`config.mk`:
```
export PLATFORM = sky130hd
export DESIGN_NAME = usb_tx_encoder
export DESIGN_NICKNAME = d
export VERILOG_FILES = /design/src/rtl/usb_tx_encoder.sv
export SDC_FILE = /design/constraint.sdc
export NUM_CORES = 1
export LEC_CHECK = 0
export BUFFER_PORTS_ARGS = -buffer_cell sky130_fd_sc_hd__buf_2
export CAP_MARGIN = 0
export CELL_PAD_IN_SITES_DETAIL_PLACEMENT = 0
export CELL_PAD_IN_SITES_GLOBAL_PLACEMENT = 1
export CORE_UTILIZATION = 39
export DETAILED_ROUTE_END_ITERATION = 7
export PLACE_DENSITY = 0.81
export SYNTH_ARGS = -nofsm -noshare
export SYNTH_HDL_FRONTEND = slang
export SYNTH_SLANG_ARGS = --single-unit
```
`constraint.sdc`:
```
create_clock -name clk -period 2.3 [get_ports clk]
set_clock_uncertainty 0.1 [all_clocks]
set_input_delay 0.46 -clock clk [delete_from_list [all_inputs] [get_ports clk]]
set_output_delay 0.46 -clock clk [all_outputs]
set_load 0.1 [all_outputs]
```
`src/rtl/usb_tx_encoder.sv`:
```
// USB full-speed transmit encoder: SYNC prefix, LSB-first serialization,
// bit stuffing, NRZI line coding and EOP, driving D+/D- directly.
module usb_tx_encoder #(
  parameter int unsigned BIT_PERIOD  = 8,
  parameter int unsigned STUFF_LIMIT = 6
) (
  input  logic       clk,
  input  logic       rst,
  input  logic       tx_start,
  input  logic [7:0] tx_data,
  input  logic       tx_data_valid,
  input  logic       tx_last,
  output logic       get_tx_data,
  output logic       tx_busy,
  output logic       tx_done,
  output logic       tx_error,
  output logic       d_plus,
  output logic       d_minus
);

  localparam int unsigned TW = $clog2(BIT_PERIOD);
  localparam int unsigned OW = $clog2(STUFF_LIMIT + 1);

  typedef enum logic [2:0] {IDLE, SYNC, DATA, STUFF, EOP_SE0, EOP_J} state_t;

  state_t        state;
  logic [TW-1:0] timer;
  logic [2:0]    bit_idx;
  logic [OW-1:0] ones;
  logic [7:0]    shreg;
  logic          last_byte;
  logic          in_data;
  logic          eop_cnt;

  logic bit_end, stuff_due, byte_end, bit_phase, next_bit, finish_pkt;

  always_comb begin
    bit_end    = (timer == TW'(BIT_PERIOD - 1));
    stuff_due  = (ones == OW'(STUFF_LIMIT));
    byte_end   = (bit_idx == 3'd7);
    bit_phase  = (state == SYNC) || (state == DATA) || (state == STUFF);
    next_bit   = byte_end ? tx_data[0] : shreg[bit_idx + 3'd1];
    finish_pkt = byte_end && (last_byte || !tx_data_valid);
  end

  // Combinational so the pulse marks the very edge that consumes tx_data
  // and can never be high while tx_data_valid is low.
  assign get_tx_data = bit_phase && bit_end && !stuff_due && byte_end &&
                       !last_byte && tx_data_valid;

  always_ff @(posedge clk or posedge rst) begin
    if (rst) begin
      state     <= IDLE;
      timer     <= '0;
      bit_idx   <= '0;
      ones      <= '0;
      shreg     <= '0;
      last_byte <= 1'b0;
      in_data   <= 1'b0;
      eop_cnt   <= 1'b0;
      d_plus    <= 1'b1;
      d_minus   <= 1'b0;
      tx_busy   <= 1'b0;
      tx_done   <= 1'b0;
      tx_error  <= 1'b0;
    end else begin
      tx_done  <= 1'b0;
      tx_error <= 1'b0;
      if (state != IDLE)
        timer <= bit_end ? '0 : timer + TW'(1);

      case (state)
        IDLE: begin
          if (tx_start) begin
            // First SYNC bit is a 0, so the line toggles J->K right away.
            state     <= SYNC;
            timer     <= '0;
            tx_busy   <= 1'b1;
            shreg     <= 8'h80;
            bit_idx   <= '0;
            ones      <= '0;
            last_byte <= 1'b0;
            in_data   <= 1'b0;
            d_plus    <= 1'b0;
            d_minus   <= 1'b1;
          end
        end

        SYNC, DATA, STUFF: begin
          if (bit_end) begin
            if (stuff_due) begin
              state   <= STUFF;
              ones    <= '0;
              d_plus  <= ~d_plus;
              d_minus <= ~d_minus;
            end else if (finish_pkt) begin
              tx_error <= !last_byte;
              state    <= EOP_SE0;
              eop_cnt  <= 1'b0;
              d_plus   <= 1'b0;
              d_minus  <= 1'b0;
            end else begin
              if (next_bit) begin
                ones <= ones + OW'(1);
              end else begin
                ones    <= '0;
                d_plus  <= ~d_plus;
                d_minus <= ~d_minus;
              end
              bit_idx <= bit_idx + 3'd1;
              if (byte_end) begin
                shreg     <= tx_data;
                last_byte <= tx_last;
                in_data   <= 1'b1;
                state     <= DATA;
              end else begin
                state <= in_data ? DATA : SYNC;
              end
            end
          end
        end

        EOP_SE0: begin
          if (bit_end) begin
            if (eop_cnt) begin
              state   <= EOP_J;
              d_plus  <= 1'b1;
              d_minus <= 1'b0;
            end else begin
              eop_cnt <= 1'b1;
            end
          end
        end

        EOP_J: begin
          if (bit_end) begin
            state   <= IDLE;
            tx_done <= 1'b1;
            tx_busy <= 1'b0;
          end
        end

        default: state <= IDLE;
      endcase
    end
  end

endmodule

```
# [Word-level counts from Yosys, hierarchy flattened]
# Index checks and enable logic that the tools add are counted.
# W data, S select, Z words.
[totals] in_bits=13 word_cells=136 regBits=28 output_inout_bits=6
[op_classes] bitwise=2 addsub=3 muxes=72 order_cmp=1 n_reduce_logical=26 eq_ne=19
[ops] cell="$mux W3" count=19
[ops] cell="$mux W8" count=5
[ops] cell="$mux W1" count=35
[ops] cell="$ne A2 B2 Y1 const B" count=9
[ops] cell="$pmux W8 S2" count=1
[ops] cell="$eq A3 B3 Y1 const B" count=5
[ops] cell="$reduce_and A5 Y1" count=3
[ops] cell="$pmux W3 S2" count=2
[ops] cell="$pmux W3 S4" count=1
[ops] cell="$reduce_and A6 Y1" count=2
[ops] cell="$add A3 B1 Y3 const B" count=3
[ops] cell="$pmux W1 S2" count=4
[ops] cell="$eq A3 B2 Y1 const B" count=2
[ops] cell="$logic_and A1 B1 Y1" count=6
[ops] cell="$pmux W1 S3" count=2
[ops] cell="$reduce_bool A2 Y1" count=3
[ops] cell="$reduce_bool A3 Y1" count=2
[ops] cell="$lt A3 B4 Y1 const B" count=1
[ops] cell="$mux W2" count=2
[ops] cell="$ne A4 B4 Y1 const B" count=1
[ops] cell="$reduce_and A4 Y1" count=1
[ops] cell="$bmux W1 S3" count=1
[ops] cell="$eq A3 B1 Y1 const B" count=1
[ops] cell="$logic_not A1 Y1" count=3
[ops] cell="other kinds (6)" count=9

# [Logic depth before layout (Yosys ltp)]
# Gate-level depths: netlist (run 1).
[depth] word_depth=9 depth_mapped=9 ltp_nobuf=7

# [Least setup slack after synthesis (run 1)]
# No wires, ideal clock.
[synth_timing] path_type="register -> output" from="reg timer[0]" to="out get_tx_data" arrival_time_ns=3.522 n_path_buf=1 required_time_ns=1.740 path_stages_with_launch=7 setup_slack_ns=-1.782 cell_sequence="dfrtp_1 > ha_1 > ha_1 > clkbuf_2 > o21ai_0 > or4b_4 > nor3_1"
[synth_between] elab_chain_len=6
[synth_rtl] item="start: declaration" line_no="27" text="logic [TW-1:0] timer;"
[synth_rtl] item="start signal: assignment" line_no="70" text="timer <= bit_end ? '0 : timer + TW'(1);"
[synth_rtl] item="$eq A3 B3 Y1" line_no="38" text="bit_end = (timer == TW'(BIT_PERIOD - 1));"
[synth_rtl] item="$logic_and A1 B1 Y1 (4 in series)" line_no="48" text="assign get_tx_data = bit_phase && bit_end && !stuff_due && byte_end &&"
[synth_rtl] item="$logic_and A1 B1 Y1" line_no="49" text="!last_byte && tx_data_valid;"
[synth_rtl] item="end: declaration" line_no="13" text="output logic get_tx_data,"
# Every way passes these cells.

# [Final worst setup path (run 1)]
[layout_timing] from="reg timer[1]" to="out get_tx_data"
# Same word-level chain as after synthesis.

==> results by group, run 1 <==
Floorplanning
  • Core outline area: 3690 um2
  • Die Footprint: slightly above 4000 um2
  • Die Y: 64.5 um
  • IO Count: 19
  • Std cell rows: 22
  • Initial Util: 41.2%
  • Chip width: around 64 um

Yosys
  • Post-synth top cells: dfrtp_1 (27), inv_1 (18), o21ai_0 (17), nand2_1 (16), nand3_1 (10)
  • Share of the synthesized area in the top cell type: 44.4%
  • Post-synth top area cell: dfrtp_1
  • Top FF cell, synth: dfrtp_1
  • Register area share after synthesis: ~46%
  • Post-synth EDFFs: 0
  • Netlist cell types: 39
  • Cells after Synth: 159
  • Ys async rst share: 100%
  • Synthesized flop and latch total: 28
  • Cell with the most instances after synthesis: dfrtp_1
  • Mean Syn Cell Area: 9.57 um2
  • Top post-synthesis cells by area: dfrtp_1 (44%), o21ai_0 (5.6%), ha_1 (4.9%), inv_1 (4.4%), nand2_1 (3.9%)
  • Synth Warn #: 0
  • Net count after synthesis: between 150 and 200
  • Post-Syn Area: 1520 um2

STA
  • Worst-Margin Slew: 0.485 ns
  • Endpoints failing setup: 1
  • Final hold vios: 0
  • Hold Slack: 0.133 ns
  • Final min period: 2.56 ns
  • RSZ-0062 raised after global routing: yes
  • Achievable clock frequency: roughly 400 MHz
  • Slew HR: 67.9%
  • Max-slew violations: 0
  • Crit share post-route: 111%
  • Final WS setup: -0.263 ns

Clock tree
  • Total clock sinks: 28
  • Clock buffer depth: 2
  • Reg clk slew, reported paths: around 0.09 ns
  • Clock root cell: clkbuf_8
  • Clk Latency, worst-skew pair: 0.28 ns
  • CTS tree: built
  • Hold_buf cts: 0
  • Cts bufs inserted: 3
  • H-tree depth: 1

Layout
  • P&R area growth vs syn: 27.2%
  • Fin nets: 216
  • Antenna cell count: 0
  • Fillers: 337
  • Share of cells above drive strength 1: between 30% and 40%

Drt
  • WL/cell: about 13 um
  • Initial DRC count: 100
  • Via count: 1282
  • Routed WL: 3.20 mm
  • Drc violations: 0
  • First-pass DRT Iterations: 4
  • Final ANT Viol Nets: 0
  • Via density: 5.25

Power and ir drop
  • VDD IR max: 0.547 mV
  • Leak Pwr: 0.884 nW
  • Pwr Density: around 1300 nW/um2
  • Overall Power: 0.00244 W

Outcome
  • Status: finished with violations
  • Violated checks: negative setup slack

Hold path
  • Min-Delay Path Class: primary input to async pin

GRT
  • Initial antenna violation count: 0
  • GRT overflow: 0
  • Number of global-route vias before repair: about 1.2k
  • GRT Util Overall: 17.1%
  • Pin count of the biggest net entering global routing: 29
  • First-pass GRT wire length: 5.45 mm

Critical path
  • Crit start category: flop
  • CP Cell Sequence: ha_2 > ha_4 > o21ai_2 > or4b_4 > nor3_4 > buf_12
  • Worst Path Max Fanout: 2
  • Crit path max-delay cell type: or4b_4
  • Worst EP required: about 1.7 ns
  • Kind of end point of the critical path: primary output
  • Arrival @ worst endpoint: 2.00 ns
  • Setup CP Type: flop to primary output
  • CP peak stage delay: 0.54 ns

Placement
  • Quantity of I/O buffers inserted on ports: 18
  • DP HPWL: 2.35 mm
  • Final GP Congestion: 0.796

Job
  • Max-cap violations: 0
worst max-delay path, delay by kind of cell (launching register included):
kind,cells,cell delay [ns]
AOI/OAI and AO/OA,1,0.07
adders and majority gates,2,0.33
buffers and inverters,1,0.20
DFF,1,0.37
and+or+nand+nor,2,0.77
area by class of cell:
type	count	area, um2	area share, %
Timing Repair Buffer	39	267	13.8
Clock inverter	1	30.0	1.55
Multi-Input combinational cell	107	768	39.7
Sequential cell	28	702	36.3
Clock buffer	3	41.3	2.13
Tap cell	48	60.1	3.10
Inverter	18	67.6	3.49
final timing paths:
| kind | endpoint | slack, ns | startpoint | depth (start not counted) |
|---|---|---|---|---|
| setup / recovery | get_tx_data | -0.26 | timer[1]$_DFF_PP0_ | 6 |
| hold / removal | timer[2]$_DFF_PP0_ | 0.13 | rst | 3 |
| setup reg to reg | d_plus$_DFFE_PP1P_ | 0.07 | bit_idx[0]$_DFFE_PP0P_ | 6 |
| hold reg to reg | tx_error$_DFF_PP0_ | 0.37 | last_byte$_DFFE_PP0P_ | 1 |
| max in group asynchronous | d_plus$_DFFE_PP1P_ | 1.66 | rst | 3 |
| min in group clk | shreg[2]$_DFFE_PP0P_ | 0.30 | tx_data[2] | 3 |
power by group:
part / leakage (nW) / total (W) / switching (W) / internal [W]
registers: 0.345 / 0.000818 / 0.000131 / 0.000687
clock network: 0.0357 / 0.000392 / 0.000158 / 0.000233
logic: 0.503 / 0.00123 / 0.000688 / 0.000544
total: 0.884 / 0.00244 / 0.000977 / 0.00146
state kept, by name, indices dropped and copies added, names as in the netlist:
signal / flops
d_plus: 1
ones: 3
tx_done: 1
state: 3
timer: 3
d_minus: 1
last_byte: 1
tx_error: 1
shreg: 8
tx_busy: 1
eop_cnt: 1
bit_idx: 3
in_data: 1
logic make-up (layout without fill, tap and decap cells):
logic type | Yosys count | in the layout | synth area share, %
buffers and inverters | 24 | 61 | 6.99
adders and majority gates | 6 | 6 | 4.93
DFF | 28 | 28 | 46.1
and+or+nand+nor | 53 | 53 | 18.5
AOI/OAI and AO/OA | 40 | 40 | 17.2
muxes | 8 | 8 | 6.25
stage by stage:
stage | instances | area [um2] | util, % | setup TNS [ns] | setup WS (ns)
3_5_place_dp | 236 | 1790 | 48.5 | -0.0294 | -0.0255
6_report | 244 | 1940 | 52.5 | -0.263 | -0.263
3_3_place_gp | 236 | 1790 | 48.5 | 0 | 0.0417
2_1_floorplan | 159 | 1550 | - | -0.497 | -0.497
4_1_cts | 242 | 1890 | 51.4 | -0.259 | -0.259
5_1_grt | 244 | 1940 | 52.5 | -0.331 | -0.326
placed cells by master (no fill, tap or decap), types with 2 or more instances in the layout:
cell type  instances
o31ai_1            3
nand3_1           10
nor3b_1            2
nand3b_1           4
a21oi_1            8
buf_4             20
nor2_1             7
nand2b_1           2
mux2i_1            5
clkbuf_8           3
dfrtp_1           27
inv_1             17
ha_1               2
ha_4               3
o21ai_0           16
buf_2             17
a21o_1             4
nor3_1             2
nand2_1           16
what timing repair did:
action                                 CTS  global route
cloned                                   0             0
resized for setup                        5             4
pin swaps                                4             3
endpoints found under the hold margin    0             0
setup buffers                            2             2
setup endpoints to repair                3            13
routing by layer:
layer	vias up	global-route usage (%)	routed length, um
met5	-	0	0
met3	2	3.70	99
met4	0	4.17	20
met1	632	22.2	1490
li1	626	-	-
met2	22	28.8	1580
(Power assumes the default switching activity.)
==> inputs of run 2 (changes only) <==
- CORE_MARGIN: unset -> 2
- PLACE_DENSITY: 0.81 -> unset
- PLACE_DENSITY_LB_ADDON: unset -> 0.2
==> results by group, run 2 (same netlist as run 1, synthesis figures left out) <==
Outcome
  • Status: finished with violations
  • Violated checks: negative setup slack

Critical path
  • CP delay by family, top: simple AND/OR/NAND/NOR gates
  • CP peak stage delay: 0.55 ns (about the same)
  • WP buf/inv: 1 (unchanged)
  • Crit path max-delay cell type: or4b_4
  • Critical Path Most Common Cell: ha_4
  • Setup CP Type: flop to primary output
  • Reg2reg setup slack: -0.06 ns (-0.13 ns)
  • Kind of end point of the critical path: primary output
  • CP Cell Sequence: ha_4 > ha_4 > o21ai_4 > or4b_4 > nor3_4 > buf_12
  • Worst Path Max Fanout: 2 (unchanged)
  • Arrival @ worst endpoint: 2.05 ns (+0.05 ns)
  • Crit start category: flop
  • Worst EP required: 1.74 ns (about the same)

Drt
  • WL/cell: 13.3 um (+1.7%)
  • Drc violations: 0 (unchanged)
  • Via count: 1240 (-3.3%)
  • Initial DRC count: 65 (-35%)
  • Via density: 5.10 (-2.9%)
  • First-pass DRT Iterations: 4 (unchanged)
  • Final ANT Viol Nets: 0 (unchanged)
  • Routed WL: 3.24 mm (+1.3%)

STA
  • Slew HR: 67.9% (about the same)
  • Final WS setup: -0.307 ns (-0.0436 ns)
  • Worst-Margin Slew: 0.484 ns (-0.000932 ns)
  • RSZ-0062 raised after global routing: yes
  • Crit share post-route: 113% (+1.9 points)
  • Max-slew violations: 0 (unchanged)
  • Achievable clock frequency: 384 MHz (-1.7%)
  • Final min period: 2.61 ns (+0.0436 ns)
  • Endpoints failing setup: 4 (+3)
  • Final hold vios: 0 (unchanged)
  • Hold Slack: 0.136 ns (+0.00318 ns)

Floorplanning
  • IO Count: 19 (unchanged)
  • Initial Util: 40.9% (-0.31 points)
  • Die Y: 66.5 um (+3.1%)
  • Die Footprint: 4420 um2 (+6.3%)
  • Core outline area: 3720 um2 (+0.75%)
  • Chip width: 66.5 um (+3.1%)
  • Std cell rows: 22 (unchanged)

Power and ir drop
  • Pwr Density: 1220 nW/um2 (-2.9%)
  • VDD IR max: 0.486 mV (-11%)
  • Leak Pwr: 0.878 nW (-0.74%)

Placement
  • Quantity of I/O buffers inserted on ports: 18 (unchanged)
  • Final GP Congestion: 0.757 (-4.9%)
  • DP HPWL: 2.36 mm (+0.40%)

Layout
  • Most common cell after layout, fill and taps aside: dfrtp_1
  • Fillers: 373 (+11%)
  • Multi-input gate area: 779 um2 (+1.5%)
  • P&R area growth vs syn: 26.6%
  • Antenna cell count: 0 (unchanged)
  • Largest register by flop count: shreg
  • Commonest cells after routing, fill and taps aside: dfrtp_1 (27), buf_4 (19), inv_1 (18), buf_2 (17)
  • Share of cells above drive strength 1: 29.7% (-0.36 points)
  • Fin nets: 215 (-0.46%)
  • Final Util: 51.9% (-0.62 points)
  • FF/Latch Area: 702 um2 (unchanged)
  • Number of flip-flops in the largest register: 8 (unchanged)

Job
  • Max-cap violations: 0 (unchanged)

GRT
  • First-pass GRT wire length: 5.64 mm (+3.4%)
  • Pin count of the biggest net entering global routing: 29 (unchanged)
  • GRT overflow: 0 (unchanged)
  • GRT Util Overall: 16.7% (-0.39 points)
  • Initial antenna violation count: 0 (unchanged)
  • Number of global-route vias before repair: 1228 (+3.0%)

Clock tree
  • Cts bufs inserted: 3 (unchanged)
  • Reg clk slew, reported paths: 0.09 ns (about the same)
  • Clock root cell: clkbuf_8
  • CTS tree: built
  • Clock buffer depth: 2 (unchanged)
  • Total clock sinks: 28 (unchanged)
  • Clk Latency, worst-skew pair: 0.27 ns (about the same)
  • H-tree depth: 1 (unchanged)

Hold path
  • Min-Delay Path Class: primary input to async pin
[run 2: final timing paths]
kind	end	start	cells past startpoint
worst max-delay path	get_tx_data	timer[1]$_DFF_PP0_	6
worst min-delay path	timer[2]$_DFF_PP0_	rst	3
worst max register to register	in_data$_DFFE_PP0P_	timer[1]$_DFF_PP0_	8
worst min register to register	tx_error$_DFF_PP0_	last_byte$_DFFE_PP0P_	1
max in group asynchronous	d_plus$_DFFE_PP1P_	rst	3
min in group clk	shreg[4]$_DFFE_PP0P_	tx_data[4]	3
[run 2: final cells by class]
cell class | count | area share [%]
Clock buffer | 4 | 2.86
Inverter | 18 | 3.51
Multi-Input combinational cell | 107 | 40.5
Sequential cell | 28 | 36.4
Tap cell | 48 | 3.12
Timing Repair Buffer | 38 | 13.6
[run 2: repair_timing]
item                                    CTS  global route
endpoints found under the setup margin    3            12
hold buffers                              0             0
buffers inserted                          0             4
resized for setup                         5             5
pin swaps                                 4             6
gates cloned                              0             0
[run 2: worst min-delay path, cell delays in order]
cell	delay [ns]
buf_2	0.09
inv_1	0.04
buf_4	0.33
[run 2: where the power goes]
group,total [W],switching [W],internal (W)
combinational,0.00123,0.000689,0.000541
sequential,0.000824,0.000136,0.000687
clock,0.000306,0.000153,0.000153
total,0.00236,0.000978,0.00138
[run 2: routing by layer]
layer  share of wire (%)  track usage [%]
met3                 2.6             2.53
met1                  46             21.1
met4                0.71             4.59
met5                   0                0
met2                  50             29.5
[run 2: stage by stage]
step	setup TNS, ns	setup WS [ns]	cells	power (W)	area [um2]
2_1_floorplan	-0.497	-0.497	159	0.00165	1550
3_3_place_gp	-0.0138	-0.0138	235	0.00190	1780
3_5_place_dp	-0.111	-0.0623	235	0.00194	1780
4_1_cts	-0.265	-0.265	239	0.00230	1870
5_1_grt	-1.31	-0.356	243	0.00255	1930
6_report	-0.379	-0.307	243	0.00236	1930
==> inputs of run 3 (changes only) <==
- GPL_TIMING_DRIVEN: unset -> 0
==> results by group, run 3 (same netlist as run 1, synthesis figures left out) <==
Clock tree
  • Hold_buf cts: 0 (unchanged)
  • Total clock sinks: 28 (unchanged)
  • H-tree depth: 1 (unchanged)
  • Cts bufs inserted: 3 (unchanged)
  • CTS tree: built
  • Reg clk slew, reported paths: 0.10 ns (about the same)
  • Clk Latency, worst-skew pair: 0.29 ns (+0.02 ns)
  • Clock buffer depth: 2 (unchanged)
  • Clock root cell: clkbuf_8

Outcome
  • Violated checks: negative setup slack
  • Status: finished with violations

Layout
  • Largest register by flop count: shreg
  • Number of flip-flops in the largest register: 8 (unchanged)
  • Multi-input gate area: 773 um2 (-0.80%)
  • FF/Latch Area: 702 um2 (unchanged)
  • Fillers: 361 (-3.2%)
  • Commonest cells after routing, fill and taps aside: dfrtp_1 (27), inv_1 (18), buf_2 (18), nand2_1 (16), nand3_1 (10)
  • Fin nets: 212 (-1.4%)
  • Share of cells above drive strength 1: 27.1% (-2.7 points)
  • Most common cell after layout, fill and taps aside: dfrtp_1
  • P&R area growth vs syn: 25.7%
  • Antenna cell count: 0 (unchanged)

Drt
  • Via count: 1275 (+2.8%)
  • First-pass DRT Iterations: 4 (unchanged)
  • Routed WL: 3.36 mm (+3.8%)
  • Drc violations: 0 (unchanged)
  • Initial DRC count: 94 (+45%)
  • WL/cell: 14.0 um (+5.1%)
  • Final ANT Viol Nets: 0 (unchanged)
  • Via density: 5.31 (+4.1%)

Critical path
  • Kind of end point of the critical path: primary output
  • Worst Path Max Fanout: 3 (+1)
  • Arrival @ worst endpoint: 2.06 ns (about the same)
  • Worst reg2reg endpoint: in_data$_DFFE_PP0P_
  • Worst EP required: 1.74 ns (about the same)
  • Reg2reg setup slack: -0.10 ns (-0.04 ns)
  • Crit start category: flop
  • R2R depth: 8 (unchanged)
  • Setup CP Type: flop to primary output
  • RR Startpoint: timer[1]$_DFF_PP0_

GRT
  • Number of global-route vias before repair: 1272 (+3.6%)
  • Initial antenna violation count: 0 (unchanged)
  • GR Layer Usage met2: 29.1% (-0.37 points)
  • Gr busiest metal: met2
  • GRT overflow: 0 (unchanged)
  • Pin count of the biggest net entering global routing: 29 (unchanged)
  • GRT Util Overall: 17.2% (+0.48 points)
  • Met1 Use GR: 22.2% (+1.1 points)
  • First-pass GRT wire length: 5.87 mm (+4.2%)
  • Met3 track demand over resource: 2.87% (+0.34 points)

Power and ir drop
  • VDD IR max: 0.448 mV (-7.8%)
  • Pwr Density: 1290 nW/um2 (+5.0%)
  • Overall Power: 0.00246 W (+4.1%)
  • Leak Pwr: 0.867 nW (-1.3%)

STA
  • RSZ-0062 raised after global routing: yes
  • Crit share post-route: 114% (+0.43 points)
  • Achievable clock frequency: 382 MHz (-0.38%)
  • Max-slew violations: 0 (unchanged)
  • Endpoints failing setup: 12 (+8)
  • Worst-Margin Slew: 1.09 ns (+0.603 ns)
  • Slew HR: 27.4% (-41 points)
  • Final WS setup: -0.317 ns (-0.00987 ns)
  • Final hold vios: 0 (unchanged)
  • Final min period: 2.62 ns (+0.00987 ns)

Placement
  • Setup WS pre-CTS: -0.375 ns (-0.313 ns)
  • DP HPWL: 2.32 mm (-1.7%)
  • Quantity of I/O buffers inserted on ports: 18 (unchanged)
  • Final GP Congestion: 0.816 (+7.8%)

Floorplanning
  • Initial Util: 40.9% (unchanged)
  • Chip width: 66.5 um (unchanged)
  • Die Y: 66.5 um (unchanged)
  • Die Footprint: 4420 um2 (unchanged)
  • IO Count: 19 (unchanged)
  • Std cell rows: 22 (unchanged)
  • Core outline area: 3720 um2 (unchanged)

Hold path
  • Min-Delay Startpoint: tx_data[5]
  • Min-Delay Path Class: primary input to flop
  • Worst hold stages: 3
  • Hold EP: shreg[5]$_DFFE_PP0P_

Job
  • Max-cap violations: 0 (unchanged)
run 3: cell types whose count changed in the layout (fill, tap and decap cells not counted), sizes merged:
| cell | before | now |
|---|---|---|
| clkbuf | 4 | 6 |
| buf | 38 | 32 |
| bufinv | 0 | 1 |
run 3: routing by layer:
metal	part of all wire, %	vias to the layer above
li1	-	617
met1	44	615
met2	49	36
met3	4.6	7
met4	1.8	0
met5	0	-
run 3: area by class of cell:
type / count / area share (%)
Sequential cell: 28 / 36.7
Tap cell: 48 / 3.14
Timing Repair Buffer: 30 / 10.7
Inverter: 18 / 3.53
Clock inverter: 1 / 1.57
Buffer: 5 / 1.77
Clock buffer: 3 / 2.16
Multi-Input combinational cell: 107 / 40.4
run 3: worst max-delay path by stage:
stage,from,end,slack (ns)
final,timer[1]$_DFF_PP0_,get_tx_data,-0.32
after global routing,bit_idx[1]$_DFFE_PP0P_,get_tx_data,-0.41
after CTS,timer[0]$_DFF_PP0_,get_tx_data,-0.33
after detailed placement,timer[0]$_DFF_PP0_,get_tx_data,-0.38
after global placement,timer[0]$_DFF_PP0_,get_tx_data,-0.36
after floorplan,timer[0]$_DFF_PP0_,get_tx_data,-0.50
run 3: per-stage QoR:
stage / cells / hold WS [ns] / util [%] / setup TNS, ns / cell area, um2
3_3_place_gp: 225 / 0.373 / 45.6 / -0.577 / 1700
4_1_cts: 238 / 0.301 / 50.5 / -0.335 / 1880
6_report: 240 / 0.298 / 51.4 / -0.900 / 1910
3_5_place_dp: 225 / 0.375 / 45.6 / -0.747 / 1700
5_1_grt: 240 / 0.301 / 51.4 / -2.37 / 1910
2_1_floorplan: 159 / 0.321 / - / -0.497 / 1550
run 3: repair_timing:
action / in CTS / in global routing
cloned: 0 / 1
buffers inserted: 9 / 2
pin swaps: 7 / 5
endpoints found under the setup margin: 13 / 15
gates resized for setup: 10 / 15
run 3: worst max-delay path, stage by stage (launching register included):
cell and delay [ns]:
dfrtp_1 0.37, ha_2 0.20, ha_4 0.15, o21ai_4 0.06, or4b_4 0.57, nor3_4 0.21
buf_12 0.20
run 3: power by group:
part / total, W / leakage (nW) / switching, W / internal, W
clock: 0.000402 / 0.0357 / 0.000168 / 0.000234
combinational: 0.00121 / 0.486 / 0.000676 / 0.000536
sequential: 0.000843 / 0.345 / 0.000156 / 0.000687
